`src/rtl/instr_fetch_unit.sv`:
```
// Front end of the single-cycle core: owns the PC, fetches words over imem req/ack
// and hands each instruction plus its decoded control fields to the core over valid/ready.
module instr_fetch_unit #(
  parameter int unsigned XLEN     = 32,
  parameter logic [31:0] RESET_PC = 32'h0000_0000
) (
  input  logic            clk,
  input  logic            reset,
  output logic            imem_req,
  output logic [XLEN-1:0] imem_addr,
  input  logic            imem_ack,
  input  logic [XLEN-1:0] imem_rdata,
  output logic            instr_valid,
  input  logic            instr_ready,
  output logic [XLEN-1:0] instr,
  output logic [XLEN-1:0] pc_out,
  output logic [6:0]      op,
  output logic [2:0]      funct3,
  output logic            funct7b5,
  output logic            opb5,
  input  logic            pcsrc,
  input  logic [XLEN-1:0] pc_target,
  output logic [31:0]     fetch_count
);

  typedef enum logic [1:0] {
    FETCH = 2'd0,
    HOLD  = 2'd1,
    DROP  = 2'd2
  } state_t;

  state_t          state;
  state_t          state_nxt;
  logic [XLEN-1:0] pc;
  logic [XLEN-1:0] pc_nxt;
  logic [XLEN-1:0] redir_pc;
  logic [XLEN-1:0] redir_nxt;
  logic [XLEN-1:0] instr_nxt;
  logic [XLEN-1:0] pc_out_nxt;
  logic [31:0]     count_nxt;
  logic [XLEN-1:0] target;
  logic            ack;

  assign target = {pc_target[XLEN-1:2], 2'b00};
  // An ack is only meaningful while a request is actually on the bus.
  assign ack    = imem_ack & imem_req;

  // Next-state and datapath selection for the fetch state machine.
  always_comb begin
    state_nxt  = state;
    pc_nxt     = pc;
    redir_nxt  = redir_pc;
    instr_nxt  = instr;
    pc_out_nxt = pc_out;
    count_nxt  = fetch_count;
    case (state)
      FETCH: begin
        if (ack) begin
          if (pcsrc) begin
            pc_nxt = target;
          end else begin
            instr_nxt  = imem_rdata;
            pc_out_nxt = pc;
            state_nxt  = HOLD;
          end
        end else if (pcsrc) begin
          redir_nxt = target;
          state_nxt = DROP;
        end else begin
          state_nxt = FETCH;
        end
      end
      DROP: begin
        if (pcsrc) begin
          redir_nxt = target;
        end else begin
          redir_nxt = redir_pc;
        end
        // The stale word is thrown away; the latest redirect decides the next PC.
        if (ack) begin
          pc_nxt    = pcsrc ? target : redir_pc;
          state_nxt = FETCH;
        end else begin
          state_nxt = DROP;
        end
      end
      HOLD: begin
        if (instr_ready) begin
          count_nxt = fetch_count + 32'd1;
          pc_nxt    = pcsrc ? target : (pc_out + 32'd4);
          state_nxt = FETCH;
        end else if (pcsrc) begin
          pc_nxt    = target;
          state_nxt = FETCH;
        end else begin
          state_nxt = HOLD;
        end
      end
      default: begin
        state_nxt = FETCH;
      end
    endcase
  end

  // State, PC and output registers; reset drops the request immediately.
  always_ff @(posedge clk or posedge reset) begin
    if (reset) begin
      state       <= FETCH;
      pc          <= RESET_PC;
      redir_pc    <= 32'h0000_0000;
      instr       <= 32'h0000_0013;
      pc_out      <= RESET_PC;
      fetch_count <= 32'h0000_0000;
      imem_req    <= 1'b0;
      instr_valid <= 1'b0;
    end else begin
      state       <= state_nxt;
      pc          <= pc_nxt;
      redir_pc    <= redir_nxt;
      instr       <= instr_nxt;
      pc_out      <= pc_out_nxt;
      fetch_count <= count_nxt;
      imem_req    <= (state_nxt != HOLD);
      instr_valid <= (state_nxt == HOLD);
    end
  end

  assign imem_addr = pc;
  assign op        = instr[6:0];
  assign funct3    = instr[14:12];
  assign funct7b5  = instr[30];
  assign opb5      = instr[5];

endmodule
```
`config.mk`:
```
export PLATFORM = sky130hd
export DESIGN_NAME = instr_fetch_unit
export DESIGN_NICKNAME = d
export VERILOG_FILES = /design/src/rtl/instr_fetch_unit.sv
export SDC_FILE = /design/constraint.sdc
export NUM_CORES = 1
export LEC_CHECK = 0
export CAP_MARGIN = 20
export CELL_PAD_IN_SITES_DETAIL_PLACEMENT = 0
export CELL_PAD_IN_SITES_GLOBAL_PLACEMENT = 2
export CORE_UTILIZATION = 34
export CTS_BUF_LIST = sky130_fd_sc_hd__clkbuf_4 sky130_fd_sc_hd__clkbuf_8
export CTS_CLUSTER_DIAMETER = 100
export CTS_CLUSTER_SIZE = 16
export DETAILED_ROUTE_END_ITERATION = 8
export PLACE_DENSITY_LB_ADDON = 0.05
export SETUP_SLACK_MARGIN = 0.1
export SLEW_MARGIN = 20
export SYNTH_ARGS = -nofsm -noshare
export SYNTH_HDL_FRONTEND = slang
export SYNTH_SLANG_ARGS = --single-unit
export TNS_END_PERCENT = 100
```
`constraint.sdc`:
```
create_clock -name clk -period 14.9 [get_ports clk]
set_input_delay 1.49 -clock clk [delete_from_list [all_inputs] [get_ports clk]]
set_output_delay 1.49 -clock clk [all_outputs]
set_load 0.005 [all_outputs]
```
==> impl_metrics.env, run 1 <==
export IMPL_status="finished, final reports clean"
export IMPL_cts_max_level=4
export IMPL_n_antenna_cell=0
export IMPL_fp_coreArea_sq_um=24390
export IMPL_met2_usage=0.3399
export IMPL_first_global_vias=6977
export IMPL_synth_top_family_by_area="simple AND/OR/NAND/NOR gates"
export IMPL_viasPerCell=5.263
export IMPL_drc_errors=0
export IMPL_synthFlopType="dfrtp_1"
export IMPL_powerDensity_nw_per_um2=198.6
export IMPL_synth_edf_count=0
export IMPL_synth_most_common_cell="dfrtp_1"
export IMPL_avgRoutedWirePerCell_um=19.56
export IMPL_hp_class="register to register"
export IMPL_timing_final_crit_period_ns=3.513
export IMPL_dp_cells=1298
export IMPL_holdBufCountCts=0
export IMPL_place_ws_ns=10.89
export IMPL_r2r_slack_ns=11.73
export IMPL_yosysTopAreaCellShare=0.4744
export IMPL_hold_violations=0
export IMPL_p_seq_frac=0.370
export IMPL_drt_iter0_drc=399
export IMPL_cp_end_kind="register"
export IMPL_final_setup_tns_ns=0
export IMPL_cts_sinks=164
export IMPL_final_cells=1331
export IMPL_ys_seq_area_frac=0.4837
export IMPL_yosysWarnings=0
export IMPL_power_share_clock=0.146
export IMPL_synth_seq_cells=164
export IMPL_grt_busiest_layer="met2"
export IMPL_grt_util_met1=0.2902
export IMPL_rsz0062_at_grt="no"
export IMPL_clock_latency_ns=0.47
export IMPL_post_route_period_util=0.2358
export IMPL_ir_worst_vdd_mv=0.07842
export IMPL_whs_endpoint="fetch_count[31]"
export IMPL_cts_tree="yes"
export IMPL_synthAdderAreaFrac=0.008840
export IMPL_worst_ep_required_time_ns=15.27
export IMPL_die_x_um=160.0
export IMPL_skew_ns=0.01269
export IMPL_holdPathStages=1
export IMPL_post_cts_buffers=0
export IMPL_cts_root_buf="clkbuf_8"
export IMPL_cp_max_fo=31
export IMPL_r2r_worst_path_cells=6
export IMPL_regToRegStartpoint="state[0]"
export IMPL_ioPinCount=211
export IMPL_routed_wl_um=26040
export IMPL_startpoint_type="input pin"
export IMPL_report_final_setup_viol=0
export IMPL_cts_resized=0
export IMPL_crit_type="input pin to register"
export IMPL_numCtsBuffers=17
export IMPL_clk_pin_slew_worst_paths_ns=0.10
export IMPL_slew_viol_final=0
export IMPL_yosysTopAreaCell="dfrtp_1"
export IMPL_portBuffers=208
export IMPL_syn_inst=816
export IMPL_dpl_hpwl_um=17030
export IMPL_min_from="fetch_count[31]"
export IMPL_die_area_sq_um=25610
export IMPL_ant_nets=0
export IMPL_cp_arrival_ns=3.88
export IMPL_reg2reg_to="imem_addr[17]"
export IMPL_overflow=0
export IMPL_row_count=57
export IMPL_grt_pass1_wl_um=41370
export IMPL_fmax_mhz=284.7
export IMPL_synth_cell_types=62
export IMPL_layout_nets=1069
export IMPL_grt_max_degree=107
export IMPL_netlist_area_sq_um=8492
export IMPL_fin_ws_ns=11.39
export IMPL_die_h_um=160.0
export IMPL_tightest_slew_ns=1.029
export IMPL_synth_area_leaders="dfrtp_1 (47%), mux2_2 (13%), xnor2_1 (4.0%)"
export IMPL_synth_mux_area_fraction=0.1372
export IMPL_synthArstFlopShare=1.000
export IMPL_p_sw_mw=0.8684
export IMPL_drt_first_pass_iters=5
export IMPL_clockBufferDepth=2
export IMPL_relSlewSlack=0.3095
export IMPL_syn_avg_cell_area_sq_um=10.41
export IMPL_drive_above_1_share=0.1569
export IMPL_synth_simple_area_share=0.1450
export IMPL_synth_compound_area_frac=0.1332
export IMPL_synth_nets=891
export IMPL_start_util=0.3482
export IMPL_grtUsageMet3=0.03091
export IMPL_yosys_top_cells_count="dfrtp_1 (161), mux2_2 (99), nand2_1 (66)"
export IMPL_area_growth_pct=31.78
export IMPL_comb_power_share=0.483
export IMPL_gp_congestion=0.7511
export IMPL_antenna_found_initial=0
export IMPL_synth_xor_area_share=0.05260
export IMPL_power_leakage_nw=4.472
export IMPL_intPower_mw=1.354
export IMPL_max_cap_viol_count=0
export IMPL_netSwitchingFraction=0.3907
export IMPL_vias=7005
export IMPL_groute_usage_overall=0.2077
[final cells by class]
class | count | area (sq um)
Clock inverter | 14 | 135.1
Multi-Input combinational cell | 575 | 4073
Fill cell | 2376 | 13200
Timing Repair Buffer | 215 | 2142
Tap cell | 324 | 405.4
Inverter | 21 | 86.33
Sequential cell | 164 | 4108
Clock buffer | 18 | 241.5
[registers in the layout, summed over array words and instances (netlist names)]
| name | count |
|---|---|
| instr | 32 |
| instr_valid | 1 |
| imem_req | 1 |
| state | 2 |
| imem_addr | 32 |
| redir_pc | 32 |
| pc_out | 32 |
| fetch_count | 32 |
[cells by family (layout without fill, tap and decap cells)]
group,after synthesis,count (layout)
and+or+nand+nor,238,238
AOI/OAI and AO/OA,176,176
DFF,164,164
muxes,104,104
buffers and inverters,77,268
xor gates and xnor gates,51,51
adders and majority gates,6,6
[worst max-delay path, stage by stage]
cell and delay (ns):
clkdlybuf4s50_1 0.46, buf_4 0.39, inv_1 0.35, nor2_1 0.60
a2111oi_0 0.23, o32a_1 0.32
[how the worst max path moves through the flow]
stage           startpoint        endpoint  slack [ns]  cells after the start
2_1_floorplan        reset  fetch_count[0]        8.98                      1
5_1_grt        instr_ready    imem_addr[9]       11.23                      6
3_3_place_gp   instr_ready    imem_addr[9]       10.88                      6
4_1_cts        instr_ready    imem_addr[9]       11.40                      6
6_report       instr_ready    imem_addr[9]       11.39                      6
3_5_place_dp   instr_ready    imem_addr[9]       10.89                      6
[cell usage in the layout (no fill, tap or decap), types with 7 or more instances in the layout]
cell type        Yosys  final
dfrtp_1            161    161
inv_8                0      7
mux2_2              99     99
nor3_1              13     13
nand3_1             25     25
nor3b_1              7      7
inv_1               21     20
o22ai_1             12     12
nand2_1             66     66
o211ai_1             9      9
nor2_1              44     44
and2_1              12     12
o21ai_0             61     60
clkdlybuf4s50_1      0    207
nand4_1             18     18
a21oi_1             33     33
xor2_1              12     12
clkbuf_8             0     17
xnor2_1             39     39
and3_1              11     11
[through the flow]
stage	power [mW]	cell area [sq um]	hold WS (ns)	utilization
after detailed placement	1.907	10790	0.4823	0.4424
after CTS	2.245	11170	0.5006	0.4579
final	2.223	11190	0.4870	0.4588
after global routing	2.385	11190	0.5207	0.4588
after global placement	1.903	10790	0.4635	0.4424
after floorplan	1.378	8492	0.4646	-
[layer usage]
| metal | vias to the layer above | part of all wire | wire (um) |
|---|---|---|---|
| met3 | 11 | 0.038 | 986 |
| met2 | 169 | 0.48 | 12510 |
| li1 | 3315 | - | - |
| met1 | 3510 | 0.47 | 12350 |
| met5 | - | 0 | 0 |
| met4 | 0 | 0.0074 | 193 |
[power by group through the flow]
stage	Clock [mW]	Combinational (mW)	Sequential, mW
after global placement	0	1.07	0.830
after floorplan	0	0.586	0.792
after CTS	0.337	1.08	0.825
after global routing	0.355	1.17	0.856
final	0.325	1.07	0.823
after detailed placement	0	1.08	0.831
Note: power is estimated with default switching activity, not from simulation.
==> inputs of run 2 (changes only) <==
CORE_UTILIZATION = 29   (was 34)
clock period = 2.9 ns   (was 14.9 ns; I/O delays follow)
==> run 2 against run 1 <==
  * Hold slack worse by 0.25 ns
  * Final cell count is 7.1% higher
  * Sequential power grew to 5.1 times the previous value
  * Power grew to 5.3 times the previous value
  * Core utilization is 5.6 points lower
  * Via count is 0.26% higher
  * Non-clock buffer count is 34 higher
  * Setup slack worse by 11 ns
  * Count of clock-buffer cells in the layout stayed put
  * Critical path type is now register to register
  * Highest routed layer unchanged
==> impl_metrics.env, run 2 (synthesis gave the netlist of run 1 again) <==
export IMPL_hold_violations=0
export IMPL_crit_path_end="imem_addr[20]"
export IMPL_fillers=2865
export IMPL_drc_errors=0
export IMPL_comb_power_share=0.491
export IMPL_placed_cell_area_sq_um=11190
export IMPL_die_area_sq_um=29970
export IMPL_rsz0062_at_grt="no"
export IMPL_drive_above_1_share=0.1816
export IMPL_first_global_vias=6962
export IMPL_total_power_mw=11.77
export IMPL_cts_max_level=4
export IMPL_n_antenna_cell=0
export IMPL_portBuffers=208
export IMPL_drt_iter0_drc=374
export IMPL_regToRegStartpoint="pc_out[2]"
export IMPL_grt_max_degree=44
export IMPL_final_cell_mix="clkdlybuf4s50_1 (207), dfrtp_1 (161), mux2_2 (99)"
export IMPL_final_util=0.4028
export IMPL_intPower_mw=7.237
export IMPL_fmax_mhz=389.3
export IMPL_ant_nets=0
export IMPL_layout_nets=1103
export IMPL_timing_final_crit_period_ns=2.569
export IMPL_die_x_um=173.1
export IMPL_row_count=62
export IMPL_power_share_clock=0.150
export IMPL_cts_resized=0
export IMPL_r2r_worst_path_cells=6
export IMPL_area_growth_pct=36.53
export IMPL_antenna_found_initial=0
export IMPL_crit_type="register to register"
export IMPL_die_h_um=173.1
export IMPL_numCtsBuffers=17
export IMPL_fp_coreArea_sq_um=28780
export IMPL_post_cts_buffers=0
export IMPL_routed_wl_um=27510
export IMPL_post_route_period_util=0.8857
export IMPL_p_seq_frac=0.359
export IMPL_cp_max_fo=7
export IMPL_cts_tree="yes"
export IMPL_cts_root_buf="clkbuf_8"
export IMPL_max_cap_viol_count=0
export IMPL_final_cells=1425
export IMPL_reg2reg_to="imem_addr[20]"
export IMPL_holdBufCountCts=0
export IMPL_worst_ep_required_time_ns=3.30
export IMPL_ioPinCount=211
export IMPL_vias=7023
export IMPL_drt_first_pass_iters=5
export IMPL_clk_pin_slew_worst_paths_ns=0.11
export IMPL_start_util=0.2951
export IMPL_status="finished, final reports clean"
export IMPL_ir_worst_vdd_mv=0.4391
export IMPL_startpoint="pc_out[2]"
export IMPL_groute_usage_overall=0.1888
export IMPL_fin_area_sq_um=11590
export IMPL_cp_arrival_ns=2.97
export IMPL_gp_congestion=0.7659
export IMPL_startpoint_type="register"
export IMPL_skew_ns=0.02997
export IMPL_clockBufferDepth=2
export IMPL_clock_latency_ns=0.48
export IMPL_viasPerCell=4.928
export IMPL_powerDensity_nw_per_um2=1015
export IMPL_hp_class="input pin to async pin"
export IMPL_avgRoutedWirePerCell_um=19.30
export IMPL_final_setup_tns_ns=0
export IMPL_tightest_slew_ns=0.9267
export IMPL_dpl_hpwl_um=19470
export IMPL_r2r_slack_ns=0.33
export IMPL_cp_end_kind="register"
export IMPL_grt_pass1_wl_um=43380
export IMPL_overflow=0
export IMPL_power_leakage_nw=4.670
export IMPL_netSwitchingFraction=0.3850
export IMPL_slew_viol_final=0
export IMPL_fin_ws_ns=0.3315
export IMPL_final_common_cell="clkdlybuf4s50_1"
export IMPL_cts_sinks=164
export IMPL_dp_cells=1393
export IMPL_fin_hold_ws_ns=0.2391
export IMPL_relSlewSlack=0.3756
export IMPL_place_ws_ns=0.3450
export IMPL_report_final_setup_viol=0
export IMPL_p_sw_mw=4.531
==> run 2: cell types whose count changed in the layout (fill, tap and decap cells not counted), moves of 2 or more <==
cell,change
ha_2,-2
inv_8,-2
buf_4,+29
ha_1,+2
buf_12,+5
==> run 2: layer usage <==
metal	global-route usage	share of wire	up-vias
met4	0.03872	0.0071	0
met3	0.03276	0.036	12
met5	0	0	-
li1	-	-	3357
met1	0.2644	0.48	3478
met2	0.3053	0.48	176
==> run 2: critical path, cell delays in order (launching register included) <==
cell and delay [ns]:
dfrtp_1 0.45, ha_1 0.24, nand3_2 0.11, or4_1 0.71, or4_1 0.53, a211o_1 0.31, a21oi_1 0.15
==> run 2: how the worst min path moves through the flow <==
stage | cells past startpoint | slack (ns) | end | startpoint
2_1_floorplan | 2 | 0.41 | redir_pc[20] | pc_target[20]
3_3_place_gp | 1 | 0.46 | fetch_count[31] | fetch_count[31]
3_5_place_dp | 1 | 0.46 | fetch_count[31] | fetch_count[31]
4_1_cts | 2 | 0.23 | fetch_count[15] | reset
5_1_grt | 2 | 0.25 | fetch_count[22] | reset
6_report | 2 | 0.24 | fetch_count[22] | reset
==> run 2: area by class of cell <==
| type | instances | area, sq um | area share |
|---|---|---|---|
| clock buffers | 18 | 241.5 | 0.02083 |
| repair buffers | 249 | 2460 | 0.2122 |
| inverters | 21 | 82.58 | 0.007123 |
| well taps | 384 | 480.5 | 0.04144 |
| multi-input cells | 575 | 4060 | 0.3502 |
| flip-flops and latches | 164 | 4108 | 0.3543 |
| clock inverters | 14 | 161.4 | 0.01392 |
==> run 2: power groups by stage <==
stage               registers [mW]  clock network [mW]  logic (mW)
floorplan                     4.07                   0        3.01
global placement              4.28                   0        5.83
detailed placement            4.28                   0        5.85
CTS                           4.24                1.84        5.87
global route                  4.42                1.93        6.34
finish                        4.22                1.77        5.78
